### config.mk
export PLATFORM = sky130hd
export DESIGN_NAME = fetch_stage
export DESIGN_NICKNAME = d
export VERILOG_FILES = /design/src/rtl/fetch_stage.sv
export SDC_FILE = /design/constraint.sdc
export NUM_CORES = 1
export LEC_CHECK = 0
export CAP_MARGIN = 10
export CELL_PAD_IN_SITES_DETAIL_PLACEMENT = 2
export CELL_PAD_IN_SITES_GLOBAL_PLACEMENT = 2
export CORE_MARGIN = 2
export CORE_UTILIZATION = 29
export DETAILED_ROUTE_END_ITERATION = 10
export PLACE_DENSITY_LB_ADDON = 0.1
export SLEW_MARGIN = 10
export SYNTH_ARGS = -nofsm -noshare
export SYNTH_HDL_FRONTEND = slang
export SYNTH_SLANG_ARGS = --single-unit
### constraint.sdc
create_clock -name clk -period 5.95 [get_ports clk]
set_input_delay 1.19 -clock clk [delete_from_list [all_inputs] [get_ports clk]]
set_output_delay 1.19 -clock clk [all_outputs]
set_load 0.05 [all_outputs]
### src/rtl/fetch_stage.sv
// Instruction-fetch stage: owns the PC, drives the synchronous instruction
// memory address, tracks the one-cycle read latency and hands each returned
// word to decode tagged with its PC. A misaligned redirect halts the stage
// until reset.
module fetch_stage #(
  parameter logic [31:0] RESET_PC = 32'h0000_0000,
  parameter logic [31:0] NOP_WORD = 32'h0000_0000
) (
  input  logic        clk,
  input  logic        rst_n,
  output logic [31:0] imem_addr,
  input  logic [31:0] imem_instruction,
  input  logic        stall_i,
  input  logic        redirect_i,
  input  logic [31:0] redirect_target_i,
  output logic [31:0] instr_o,
  output logic [31:0] pc_o,
  output logic [31:0] pc_plus4_o,
  output logic        valid_o,
  output logic        fault_o,
  output logic [31:0] fault_pc_o,
  output logic [31:0] fetch_count_o
);

  typedef enum logic {RUN, HALT} state_t;

  state_t      state_q, state_d;
  logic [31:0] pc_q, pc_d;
  logic [31:0] inflight_pc_q, inflight_pc_d;
  logic        inflight_valid_q, inflight_valid_d;
  logic        fault_q, fault_d;
  logic [31:0] fault_pc_q, fault_pc_d;
  logic [31:0] fetch_count_q, fetch_count_d;
  logic        misaligned;

  assign misaligned = (redirect_target_i[1:0] != 2'b00);

  // State register: every flop returns to its reset value as soon as rst_n drops.
  always_ff @(posedge clk or negedge rst_n) begin
    if (!rst_n) begin
      state_q          <= RUN;
      pc_q             <= RESET_PC;
      inflight_pc_q    <= RESET_PC;
      inflight_valid_q <= 1'b0;
      fault_q          <= 1'b0;
      fault_pc_q       <= 32'h0;
      fetch_count_q    <= 32'h0;
    end else begin
      state_q          <= state_d;
      pc_q             <= pc_d;
      inflight_pc_q    <= inflight_pc_d;
      inflight_valid_q <= inflight_valid_d;
      fault_q          <= fault_d;
      fault_pc_q       <= fault_pc_d;
      fetch_count_q    <= fetch_count_d;
    end
  end

  // Next-state logic: redirect beats stall, a misaligned redirect beats everything.
  always_comb begin
    state_d          = state_q;
    pc_d             = pc_q;
    inflight_pc_d    = inflight_pc_q;
    inflight_valid_d = inflight_valid_q;
    fault_d          = fault_q;
    fault_pc_d       = fault_pc_q;
    fetch_count_d    = fetch_count_q;
    if (state_q == RUN) begin
      if (redirect_i && misaligned) begin
        state_d          = HALT;
        fault_d          = 1'b1;
        fault_pc_d       = redirect_target_i;
        inflight_valid_d = 1'b0;
      end else if (redirect_i) begin
        // The word already requested belongs to the wrong path: drop it.
        pc_d             = redirect_target_i;
        inflight_valid_d = 1'b0;
      end else if (!stall_i) begin
        if (inflight_valid_q) begin
          fetch_count_d = fetch_count_q + 32'd1;
        end
        inflight_pc_d    = pc_q;
        inflight_valid_d = 1'b1;
        pc_d             = pc_q + 32'd4;
      end
    end
  end

  // While stalled the memory re-reads the presented word so its data stays put.
  always_comb begin
    imem_addr = pc_q;
    if (state_q == RUN && stall_i && !redirect_i) begin
      imem_addr = inflight_pc_q;
    end
  end

  assign valid_o       = inflight_valid_q && (state_q == RUN);
  assign instr_o       = valid_o ? imem_instruction : NOP_WORD;
  assign pc_o          = inflight_pc_q;
  assign pc_plus4_o    = inflight_pc_q + 32'd4;
  assign fault_o       = fault_q;
  assign fault_pc_o    = fault_pc_q;
  assign fetch_count_o = fetch_count_q;

endmodule
==> metrics <==
status complete, no violations; hold_buf cts 0; cells after synthesis 673; Max clock buf depth 2; Syn Std Cell Area 0.006970 mm^2; Post-Place Worst Slack 1.131 ns; family with the most delay on the worst path simple AND/OR/NAND/NOR gates; skew final 0.01402 ns; Die Width 159.0 um; Async SR Flop Fraction 100.0%; Syn-to-layout area delta 49.85%; Worst Path Required 4.76 ns; worst-path maximum fanout 8; starting DRC count in detailed routing 171; Final Setup Violations 0; sequential area share after synthesis 47.03%; Post-synth top flop dfrtp_1; crit start category flip-flop; clk slew on worst S/H paths 0.06 ns; DR vias/cell 4.964; root buffer cell clkbuf_16; number of synthesized flops with an enable pin 0; CP cell instances nand4_1, nor4_1, and2_0, nand3_1, xnor2_1, clkdlybuf4s50_1; # Max-Cap Violations 0; WL final 25.73 mm; TritonCTS clock tree built; Max Slew Vio Count 0; HP Class flip-flop to flip-flop; drt pass-1 iters 4; I/O pin total 262; Leak 0.004248 uW; vias in the first global route 7099; DRC 0; clock latency on the worst-skew pair 0.42 ns; # resized after CTS 0; routability cong. 0.7880; Setup Crit Path Kind flip-flop to primary output; first-pass GRT wire length 41.48 mm; die area 0.02529 mm^2; Final #Nets 991; setup TNS 0 ns; vias 6215; Initial Utilization 29.61%; Yosys warnings 0; RSZ-0062 raised after global routing false; final standard cell area without fillers 0.01045 mm^2; H-tree levels 4; CORE AREA 0.02354 mm^2; largest net degree at the start of global routing 87; Worst-Margin Slew 1.134 ns; most common cell after layout, fill and taps aside clkdlybuf4s50_1; crit path time final 4.915 ns; # diodes 0; most frequent cells in the layout clkdlybuf4s50_1 (259), dfrtp_1 (131), mux2_2 (89); Buffers on Ports 261; Mapped Avg Cell Area 10.36 um^2; Slew HR 24.19%; Fillers 2485; number of distinct library cells after synthesis 51; Reg area 0.003278 mm^2; area of the multi-input gates 0.003498 mm^2; FF+latch count, synth 131; fin worst setup slack 1.035 ns; CP arrival 3.73 ns; Cell Rows 56; Die Ht 159.0 um; CP endpoint kind primary output; Synthesized Nets 744; Routed Antenna Nets 0; power density over the cells 280.6 mW/mm^2; WL/cell 20.55 um; VDD IR max 0.1773 mV; CP max stage delay 0.86 ns; Bufs and invs on worst path 1; Placement Cell Area 0.009878 mm^2; cts bufs inserted 17; all-layer global routing usage 20.59%; layout cells sized above 1 15.01%; setup bufs post-CTS 0; Final Cycle Share 82.61%; Congestion Overflow GR 0; Max Clk Rate 0.2034 GHz; CTS Sinks 131; endpoints failing hold 0; Slowest-stage cell, CP clkdlybuf4s50_1; initial antenna violation count 0; Detailed Place HPWL 18.83 mm
[layer usage]
metal  track usage, %  up-vias  part of all wire (%)
met1            24.83     3196                    43
met2            37.77      118                    53
met4            5.165        0                   1.2
met3            3.777       26                   2.7
met5                0        -                     0
li1                 -     2875                     -
[metrics by stage]
step	power [uW]	util, %	cells	hold slack, ns
floorplan	1579	-	673	0.4664
global placement	1909	41.96	1220	0.4574
detailed placement	1932	41.96	1220	0.4750
CTS	2974	44.37	1252	0.4938
global route	3051	44.37	1252	0.5197
finish	2931	44.37	1252	0.4869
[final cells by class]
| cell class | count | share of cell area, % |
|---|---|---|
| Sequential cell | 131 | 31.38 |
| Tap cell | 319 | 3.821 |
| Clock buffer | 19 | 4.241 |
| Multi-Input combinational cell | 490 | 33.49 |
| Clock inverter | 13 | 1.186 |
| Timing Repair Buffer | 267 | 25.41 |
| Inverter | 13 | 0.4672 |
[Yosys cell counts, drive strengths merged, types with 4 or more instances]
cell | instances | area [um^2]
o2bb2ai | 5 | 43.79
nand3 | 28 | 140.1
or3 | 4 | 25.02
buf | 7 | 46.29
o21ai | 38 | 190.2
a21oi | 28 | 140.1
nor3b | 5 | 48.80
mux2 | 89 | 1002
inv | 12 | 45.04
nand4 | 21 | 131.4
clkbuf | 32 | 120.1
xor2 | 19 | 166.4
and3 | 13 | 81.33
and2 | 40 | 250.2
nor3 | 12 | 60.06
a211oi | 4 | 30.03
nor4 | 7 | 50.05
and4 | 9 | 78.83
dfrtp | 131 | 3278
a22oi | 4 | 30.03
nand2 | 48 | 180.2
nor2 | 35 | 131.4
xnor2 | 40 | 350.3
nor2b | 4 | 25.02
[cells by family after synthesis]
group,count (synthesis),share of synthesized area [%]
AO/OA/AOI/OAI,100,8.634
buffers and inverters,52,3.087
multiplexers,92,14.81
XOR/XNOR,59,7.413
AND/OR/NAND/NOR,236,18.49
flip-flops,131,47.03
adder cells (fa/ha/maj),3,0.5386
[power by group]
| part | switching, uW | internal [uW] | leakage [uW] |
|---|---|---|---|
| logic | 527 | 300 | 0.00229 |
| registers | 109 | 974 | 0.00168 |
| clock network | 428 | 593 | 0.000276 |
[flip-flops by register name, indices dropped and copies added (netlist names)]
register,count
state_q,1
fault_o,1
fault_pc_o,32
fetch_count_o,32
pc_q,32
pc_o,32
inflight_valid_q,1
[worst paths after layout]
check	start	to	slack, ns	cells past startpoint
max in group asynchronous	rst_n	pc_q[27]	3.96	2
max	pc_o[4]	pc_plus4_o[31]	1.03	6
max reg2reg	state_q	fetch_count_o[31]	3.30	5
min reg2reg	fetch_count_o[5]	fetch_count_o[5]	0.49	1
min	fetch_count_o[5]	fetch_count_o[5]	0.49	1
min in group asynchronous	rst_n	pc_o[20]	0.83	1
[worst register-to-register path, cell delays in order, from the launching register on]
cell and delay (ns):
dfrtp_1 0.50, nor4b_4 0.59, and4_1 0.41, nor3b_4 0.38, or4b_1 0.49, xnor2_1 0.15
Power figures use the tool's default switching activity.
